**config.mk**
```make
export PLATFORM = sky130hd
export DESIGN_NAME = fpu_exc_status
export DESIGN_NICKNAME = d
export VERILOG_FILES = /design/src/rtl/fpu_pkg.sv /design/src/rtl/fpu_exc_prio_enc.sv /design/src/rtl/fpu_exc_status.sv
export SDC_FILE = /design/constraint.sdc
export NUM_CORES = 1
export LEC_CHECK = 0
export CELL_PAD_IN_SITES_DETAIL_PLACEMENT = 1
export CELL_PAD_IN_SITES_GLOBAL_PLACEMENT = 1
export CORE_MARGIN = 3
export CORE_UTILIZATION = 32
export CTS_CLUSTER_SIZE = 16
export DETAILED_ROUTE_END_ITERATION = 10
export GPL_ROUTABILITY_DRIVEN = 1
export MAX_ROUTING_LAYER = met4
export PLACE_DENSITY = 0.94
export SYNTH_ARGS = -nofsm -noshare
export SYNTH_HDL_FRONTEND = slang
export SYNTH_SLANG_ARGS = --single-unit
```
**constraint.sdc**
```tcl
create_clock -name clk -period 4.69 [get_ports clk]
set_input_delay 0.938 -clock clk [delete_from_list [all_inputs] [get_ports clk]]
set_output_delay 0.938 -clock clk [all_outputs]
set_load 0.005 [all_outputs]
```
**src/rtl/fpu_pkg.sv**
```systemverilog
// Shared FPU definitions: exception bit positions, trap cause codes,
// trap FSM state encoding and float field widths per result width.
package fpu_pkg;

  // Bit positions inside the 5-bit exception vector.
  localparam int EXC_OVF = 4;
  localparam int EXC_UNF = 3;
  localparam int EXC_DZ  = 2;
  localparam int EXC_INV = 1;
  localparam int EXC_NX  = 0;

  // Trap cause codes. The numeric order is also the priority order:
  // a lower nonzero code wins.
  localparam logic [2:0] CODE_NONE = 3'd0;
  localparam logic [2:0] CODE_INV  = 3'd1;
  localparam logic [2:0] CODE_DZ   = 3'd2;
  localparam logic [2:0] CODE_OVF  = 3'd3;
  localparam logic [2:0] CODE_UNF  = 3'd4;
  localparam logic [2:0] CODE_NX   = 3'd5;

  typedef enum logic [1:0] {
    ST_IDLE = 2'd0,
    ST_TRAP = 2'd1,
    ST_COOL = 2'd2
  } exc_state_e;

  // IEEE binary32/64/128 exponent width. The exception stage uses this too.
  function automatic int exp_width(input int bw);
    case (bw)
      64:      return 11;
      128:     return 15;
      default: return 8;
    endcase
  endfunction

  function automatic int man_width(input int bw);
    return bw - 1 - exp_width(bw);
  endfunction

endpackage

```
**src/rtl/fpu_exc_prio_enc.sv**
```systemverilog
// Combinational 5-to-3 priority encoder for trap causes.
// Ports: i_cause - unmasked exception flags (fpu_pkg bit order)
//        o_code  - highest-priority cause code, CODE_NONE when no flag is set
module fpu_exc_prio_enc
  import fpu_pkg::*;
(
  input  logic [4:0] i_cause,
  output logic [2:0] o_code
);

  // Tests run from lowest to highest priority, so the last match wins.
  always_comb begin
    o_code = CODE_NONE;
    if (i_cause[EXC_NX])  o_code = CODE_NX;
    if (i_cause[EXC_UNF]) o_code = CODE_UNF;
    if (i_cause[EXC_OVF]) o_code = CODE_OVF;
    if (i_cause[EXC_DZ])  o_code = CODE_DZ;
    if (i_cause[EXC_INV]) o_code = CODE_INV;
  end

endmodule

```
**src/rtl/fpu_exc_status.sv**
```systemverilog
// FPU exception status and trap block. This block consumes result and
// exception vectors, accumulates sticky flags, and counts faulting results
// with a saturating counter. An unmasked exception raises a req/ack trap and
// stalls the input until the handshake ends and one cool-down cycle has passed.
// Ports: clk/rst (sync, active-high); i_valid/o_ready input handshake;
//        i_exception/i_result/i_tag input payload; i_mask_we/i_mask/o_mask trap mask;
//        i_clear clears sticky flags and the counter; o_sticky/o_exc_count status;
//        o_trap_req/i_trap_ack trap handshake; o_trap_cause/code/tag/result
//        captured trap details.
module fpu_exc_status
  import fpu_pkg::*;
#(
  parameter int         BIT_WIDTH = 32,
  parameter int         TAG_WIDTH = 6,
  parameter int         CNT_WIDTH = 16,
  parameter logic [4:0] MASK_RST  = 5'b11111
) (
  input  logic                 clk,
  input  logic                 rst,
  input  logic                 i_valid,
  output logic                 o_ready,
  input  logic [4:0]           i_exception,
  input  logic [BIT_WIDTH-1:0] i_result,
  input  logic [TAG_WIDTH-1:0] i_tag,
  input  logic                 i_mask_we,
  input  logic [4:0]           i_mask,
  input  logic                 i_clear,
  output logic [4:0]           o_mask,
  output logic [4:0]           o_sticky,
  output logic [CNT_WIDTH-1:0] o_exc_count,
  output logic                 o_trap_req,
  input  logic                 i_trap_ack,
  output logic [4:0]           o_trap_cause,
  output logic [2:0]           o_trap_code,
  output logic [TAG_WIDTH-1:0] o_trap_tag,
  output logic [BIT_WIDTH-1:0] o_trap_result
);

  exc_state_e           state_q, state_d;
  logic [4:0]           mask_q, mask_d;
  logic [4:0]           sticky_q, sticky_d;
  logic [CNT_WIDTH-1:0] cnt_q, cnt_d, cnt_base;
  logic [4:0]           cause_q, cause_d;
  logic [2:0]           code_q, code_d;
  logic [TAG_WIDTH-1:0] tag_q, tag_d;
  logic [BIT_WIDTH-1:0] result_q, result_d;

  logic       accept, hit;
  logic [4:0] cause_in;
  logic [2:0] code_in;

  assign o_ready  = (state_q == ST_IDLE);
  assign accept   = i_valid & o_ready;
  // Use the mask before any write in this cycle.
  assign cause_in = i_exception & ~mask_q;
  assign hit      = accept & (|cause_in);

  fpu_exc_prio_enc u_prio (
    .i_cause (cause_in),
    .o_code  (code_in)
  );

  always_comb begin
    mask_d   = i_mask_we ? i_mask : mask_q;

    // Clear acts on the old state. The current accept still adds to the result.
    sticky_d = (i_clear ? 5'd0 : sticky_q) | (accept ? i_exception : 5'd0);
    cnt_base = i_clear ? '0 : cnt_q;
    cnt_d    = cnt_base;
    if (accept && (|i_exception) && (cnt_base != {CNT_WIDTH{1'b1}}))
      cnt_d = cnt_base + CNT_WIDTH'(1);

    state_d  = state_q;
    cause_d  = cause_q;
    code_d   = code_q;
    tag_d    = tag_q;
    result_d = result_q;
    case (state_q)
      ST_IDLE: if (hit) begin
        state_d  = ST_TRAP;
        cause_d  = cause_in;
        code_d   = code_in;
        tag_d    = i_tag;
        result_d = i_result;
      end
      ST_TRAP: if (i_trap_ack) state_d = ST_COOL;
      ST_COOL: state_d = ST_IDLE;
      default: state_d = ST_IDLE;
    endcase
  end

  always_ff @(posedge clk) begin
    if (rst) begin
      state_q  <= ST_IDLE;
      mask_q   <= MASK_RST;
      sticky_q <= '0;
      cnt_q    <= '0;
      cause_q  <= '0;
      code_q   <= CODE_NONE;
      tag_q    <= '0;
      result_q <= '0;
    end else begin
      state_q  <= state_d;
      mask_q   <= mask_d;
      sticky_q <= sticky_d;
      cnt_q    <= cnt_d;
      cause_q  <= cause_d;
      code_q   <= code_d;
      tag_q    <= tag_d;
      result_q <= result_d;
    end
  end

  assign o_mask        = mask_q;
  assign o_sticky      = sticky_q;
  assign o_exc_count   = cnt_q;
  assign o_trap_req    = (state_q == ST_TRAP);
  assign o_trap_cause  = cause_q;
  assign o_trap_code   = code_q;
  assign o_trap_tag    = tag_q;
  assign o_trap_result = result_q;

endmodule

```
Word-level counts from Yosys, hierarchy flattened
Index checks and enable logic that the tools add are counted.
W data, S select, Z words.
{"block": "word_totals", "regBits": 74, "inputBits": 54, "output_inout_bits": 74, "elab_cells": 37}
{"block": "classes", "add_sub_neg": 1, "eq_ne": 4, "mux": 12, "bitwise_logic": 5, "reduce_logical": 7}
{"operator": "$mux W16", "count": 2}
{"operator": "$add A16 B1 Y16 const B", "count": 1}
{"operator": "$ne A16 B16 Y1 const B", "count": 1}
{"operator": "$mux W3", "count": 5}
{"operator": "$mux W5", "count": 2}
{"operator": "$reduce_or A5 Y1", "count": 2}
{"operator": "$and A5 B5 Y5", "count": 1}
{"operator": "$not A5 Y5", "count": 1}
{"operator": "$or A5 B5 Y5", "count": 1}
{"operator": "$mux W2", "count": 2}
{"operator": "$ne A2 B1 Y1 const B", "count": 2}
{"operator": "$pmux W2 S2", "count": 1}
{"operator": "$reduce_and A2 Y1", "count": 2}
{"operator": "$and A1 B1 Y1", "count": 2}
{"operator": "$eq A2 B1 Y1 const B", "count": 1}
{"operator": "$logic_and A1 B1 Y1", "count": 2}
{"operator": "$logic_not A2 Y1", "count": 1}

Depth between registers and ports, before layout
{"block": "logic_depth", "ltp_word": 7, "depth_mapped": 8, "depth_no_buf": 6}

By module
A second synthesis with hierarchy kept.
{"block": "unflattened", "hier_cells": 359, "area_unflattened_um2": 3040.4}
{"mod": "fpu_exc_status", "instances": 1, "cells_per_inst": 352, "area_each_um2": 3002.9, "seq_area_each_um2": 1481.4}
{"mod": "fpu_exc_prio_enc", "instances": 1, "cells_per_inst": 7, "area_each_um2": 37.5, "seq_area_each_um2": 0.0}

Least setup slack after synthesis
OpenSTA, ideal clock, no wires.
{"block": "synth_path", "path_type": "input-to-reg", "from": "input i_clear", "to": "register cnt_q[3], in the netlist o_exc_count[3]", "arrival_time_ns": 2.550, "slack_ns": 2.020, "path_stages": 7, "path_cell_list": "clkbuf_1 -> nor2b_1 -> ha_1 -> and4_2 -> a31oi_1 -> nand4_1 -> mux2_2"}
{"block": "synth_via", "elab_chain_cells": 4, "elab_cells_between_ends": 5}
{"item": "from (decl)", "line_no": "fpu_exc_status.sv:27", "rtl": "input logic i_clear,"}
{"item": "$mux W16 (*)", "line_no": "fpu_exc_status.sv:68", "rtl": "cnt_base = i_clear ? '0 : cnt_q;"}
{"item": "parallel branches: the longest is 2 deep, another holds $add A16 B1 Y16"}
{"item": "$mux W16 (*)", "line_no": "fpu_exc_status.sv:70", "rtl": "if (accept && (|i_exception) && (cnt_base != {CNT_WIDTH{1'b1}}))"}
{"item": "to (signal assigned)", "line_no": "fpu_exc_status.sv:106", "rtl": "cnt_q <= cnt_d;"}
{"item": "to (decl)", "line_no": "fpu_exc_status.sv:42", "rtl": "logic [CNT_WIDTH-1:0] cnt_q, cnt_d, cnt_base;"}
Mark *: on every way between the ends.
A chain may end at the register's enable or synchronous reset.

Final worst setup path
{"block": "layout_path", "from": "input i_clear", "to": "register cnt_q[5], in the netlist o_exc_count[5]"}
Same word-level chain as after synthesis.

==> qor.txt <==
Final wirelength: 10200 um
Max VDD drop: 0.143 mV
Final worst slack: 1360 ps
Worst reg2reg path depth: 6
M3 GR Usage: 0.0392
Slowest cell on crit path: o31ai_2
Critical R2R Capture: o_exc_count[5]$_SDFF_PP0_
Net Sw Power: 381 uW
RR Startpoint: o_exc_count[0]$_SDFF_PP0_
Worst hold slack: 456 ps
Syn nets: 419
CTS sink cnt: 74
Number of global-route vias before repair: 3226
Setup Slack @ Placement: 1070 ps
GRT Overall Usage: 0.200
Crit path max fanout: 15
CTS H-Tree Depth: 3
Clock share of power: 0.357
Post-cts resize count: 0
Area growth syn-to-layout: 51.7%
Fillers: 1066
Critical Path RT: 4950 ps
Remaining global-route overflow: 0
Core area: 8890 um^2
Die H: 103 um
I/O pin total: 128
CTS Hold Buffers Added: 0
Post-synth EDFFs: 0
Largest net degree at the start of global routing: 44
Yosys synthesis warning count: 0
Min-Delay Path Class: reg -> reg
GPL Wtd Cong: 0.851
DR pass1 iterations: 4
GR Util met2: 0.344
Layout cell share with drive strength beyond 1: 0.0616
Maximum clock insertion buffer count: 2
Placed cell area: 4320 um^2
Num rows: 34
Setup Buffers After CTS: 0
Total Neg Setup Slack: 0 ps
Slowest stage delay, CP: 830 ps
N_diodes: 0
Setup Viol. Count Final: 0
CP arrival: 3590 ps
Antenna violations before repair: 0
Routed vias/inst: 5.19
Utilization after layout: 0.509
Final min period: 3330 ps
Startpoint Class: input pin
Leak: 1.55 nW
Pint: 1.03 mW
Root buffer cell: clkbuf_8
Tcrit/Tclk final: 0.710
PD cells: 313 nW/um^2
Cell area after synthesis: 2980 um^2
WL per Instance: 17.1 um
Synth async-reset ratio: 0
GRT busiest layer: met2
First-pass GRT wire length: 15900 um
Relative slew margins: 0.289
Initial drt markers: 116
Reg2Reg Setup Slack: 2230 ps
Netlist cell types: 46
Seq pwr share: 0.480
Unrepaired setup endpoints after global routing: no
# port buffers: 127
Clock transition at path regs: 80 ps
TritonCTS Buffers: 9
Status: complete, no violations
Clock skew: 8.24 ps
CTS tree: done
Initial Utilization: 0.335
Comb power frac: 0.163
Max Slew Vio Count: 0
Post-Syn Area per Cell: 8.19 um^2
Residual DRC count: 0
Max Cap Viol: 0
Detailed-placement wirelength estimate: 7420 um
F_max: 300 MHz
Critical path class: in -> reg
Worst-skew pair later-pin latency: 340 ps
Cell area after layout: 4520 um^2
Antenna-violating nets left: 0
Via count of the routed design: 3089
Slew @ Worst Pin: 1060 ps
Switching Fraction: 0.269
Die area: 10500 um^2
Synthesized netlist cell count: 364
Crit end category: register
Post-synthesis register bit count: 74
End of the critical path: o_exc_count[5]$_SDFF_PP0_
Worst path cell trace: clkdlybuf4s50_1 > nor2b_1 > ha_1 > nand4_1 > o31ai_2 > o311ai_0 > a21oi_1
Die Width: 103 um
Register area share after synthesis: 0.497
Leading register cell type out of synthesis: dfxtp_1
Final hold vios: 0
Crit path from: i_clear
GR Layer Usage met1: 0.227
Fin nets: 537
## sequential cells by signal, summed over array words and instances, names as in the netlist
name / count
o_trap_tag: 6
o_trap_result: 32
o_sticky: 5
o_exc_count: 16
o_trap_cause: 5
o_mask: 5
o_trap_code: 3
state_q: 2
## critical path: cells and delay by family
kind	cells	cell delay, ps
AO/OA/AOI/OAI	3	1230
adder cells (fa/ha/maj)	1	290
buffers and inverters	1	620
AND/OR/NAND/NOR	2	500
## stage by stage
step	cells	power [mW]
2_1_floorplan	364	0.784
3_3_place_gp	579	0.915
3_5_place_dp	579	0.926
4_1_cts	595	1.44
5_1_grt	595	1.49
6_report	595	1.42
## final cells by class
cell class | instances | area (um^2) | share of cell area
repair buffers | 129 | 1280 | 0.283
clock buffers | 9 | 124 | 0.0274
flip-flops and latches | 74 | 1480 | 0.327
well taps | 108 | 135 | 0.0299
clock inverters | 7 | 77.6 | 0.0171
multi-input cells | 267 | 1420 | 0.314
inverters | 1 | 3.75 | 0.000830
## synthesized netlist by cell type, types with 2 or more instances
master	number	area, um^2
and3_1	2	12.5
nor2_1	13	48.8
nor2b_1	16	100
or4_1	3	22.5
nand2_1	96	360
a21oi_1	60	300
a2111o_1	2	22.5
and4b_1	2	20.0
nor3_1	5	25.0
and2b_1	2	15.0
a22oi_1	5	37.5
a211o_1	5	43.8
clkbuf_1	16	60.1
xnor2_1	2	17.5
dfxtp_1	74	1480
nand3_1	8	40.0
o21ai_0	6	30.0
mux2_2	2	22.5
nand4_1	5	31.3
or3_1	5	31.3
o311ai_0	2	17.5
a21o_1	2	15.0
o31ai_1	2	15.0
nand2b_1	4	25.0
buf_1	4	15.0
## cell families after synthesis
kind of cell / synth area share
muxes: 0.00755
buffers and inverters: 0.0306
AOI/OAI and AO/OA: 0.178
DFF: 0.497
adders and majority gates: 0.00419
xor gates and xnor gates: 0.00881
and+or+nand+nor: 0.274
## worst min-delay path by stage
stage | from | cells after the start | endpoint | slack, ps
6_report | o_trap_result[1]$_SDFFE_PP0P_ | 2 | o_trap_result[1]$_SDFFE_PP0P_ | 460
5_1_grt | o_trap_result[21]$_SDFFE_PP0P_ | 2 | o_trap_result[21]$_SDFFE_PP0P_ | 480
4_1_cts | o_trap_result[1]$_SDFFE_PP0P_ | 2 | o_trap_result[1]$_SDFFE_PP0P_ | 460
3_5_place_dp | o_trap_result[1]$_SDFFE_PP0P_ | 2 | o_trap_result[1]$_SDFFE_PP0P_ | 450
3_3_place_gp | o_trap_tag[1]$_SDFFE_PP0P_ | 2 | o_trap_tag[1]$_SDFFE_PP0P_ | 440
2_1_floorplan | o_trap_code[1]$_SDFFE_PP0P_ | 2 | o_trap_code[1]$_SDFFE_PP0P_ | 450
## power by group through the flow
stage	sequential (mW)	combinational [mW]	clock [mW]
floorplan	0.694	0.0898	0
global placement	0.692	0.223	0
detailed placement	0.694	0.232	0
CTS	0.679	0.234	0.523
global route	0.684	0.253	0.551
finish	0.679	0.231	0.505
## layer usage
layer	vias up	part of all wire
met2	97	0.53
li1	1480	-
met1	1499	0.40
met3	13	0.051
met4	0	0.019
met5	-	0
## placed cells by master, fill, tap and decap left out, types with 2 or more instances in the layout
cell type	synthesis	final
a21oi_1	60	59
inv_6	0	2
a21o_1	2	2
and4b_1	2	2
a2111o_1	2	2
xnor2_1	2	2
o21ai_0	6	6
mux2_2	2	2
buf_4	1	2
o31ai_1	2	2
clkinvlp_4	0	4
clkbuf_8	0	9
nand3_1	8	8
nand2_1	96	96
and2b_1	2	2
or3_1	5	5
clkdlybuf4s50_1	0	126
o311ai_0	2	2
nor2b_1	16	16
nor3_1	5	5
nor2_1	13	13
dfxtp_1	74	74
and3_1	2	2
nand2b_1	4	4
a22oi_1	5	5
nand4_1	5	5
or4_1	3	3
a211o_1	5	5
No activity file was read; power rests on OpenSTA's default activity.
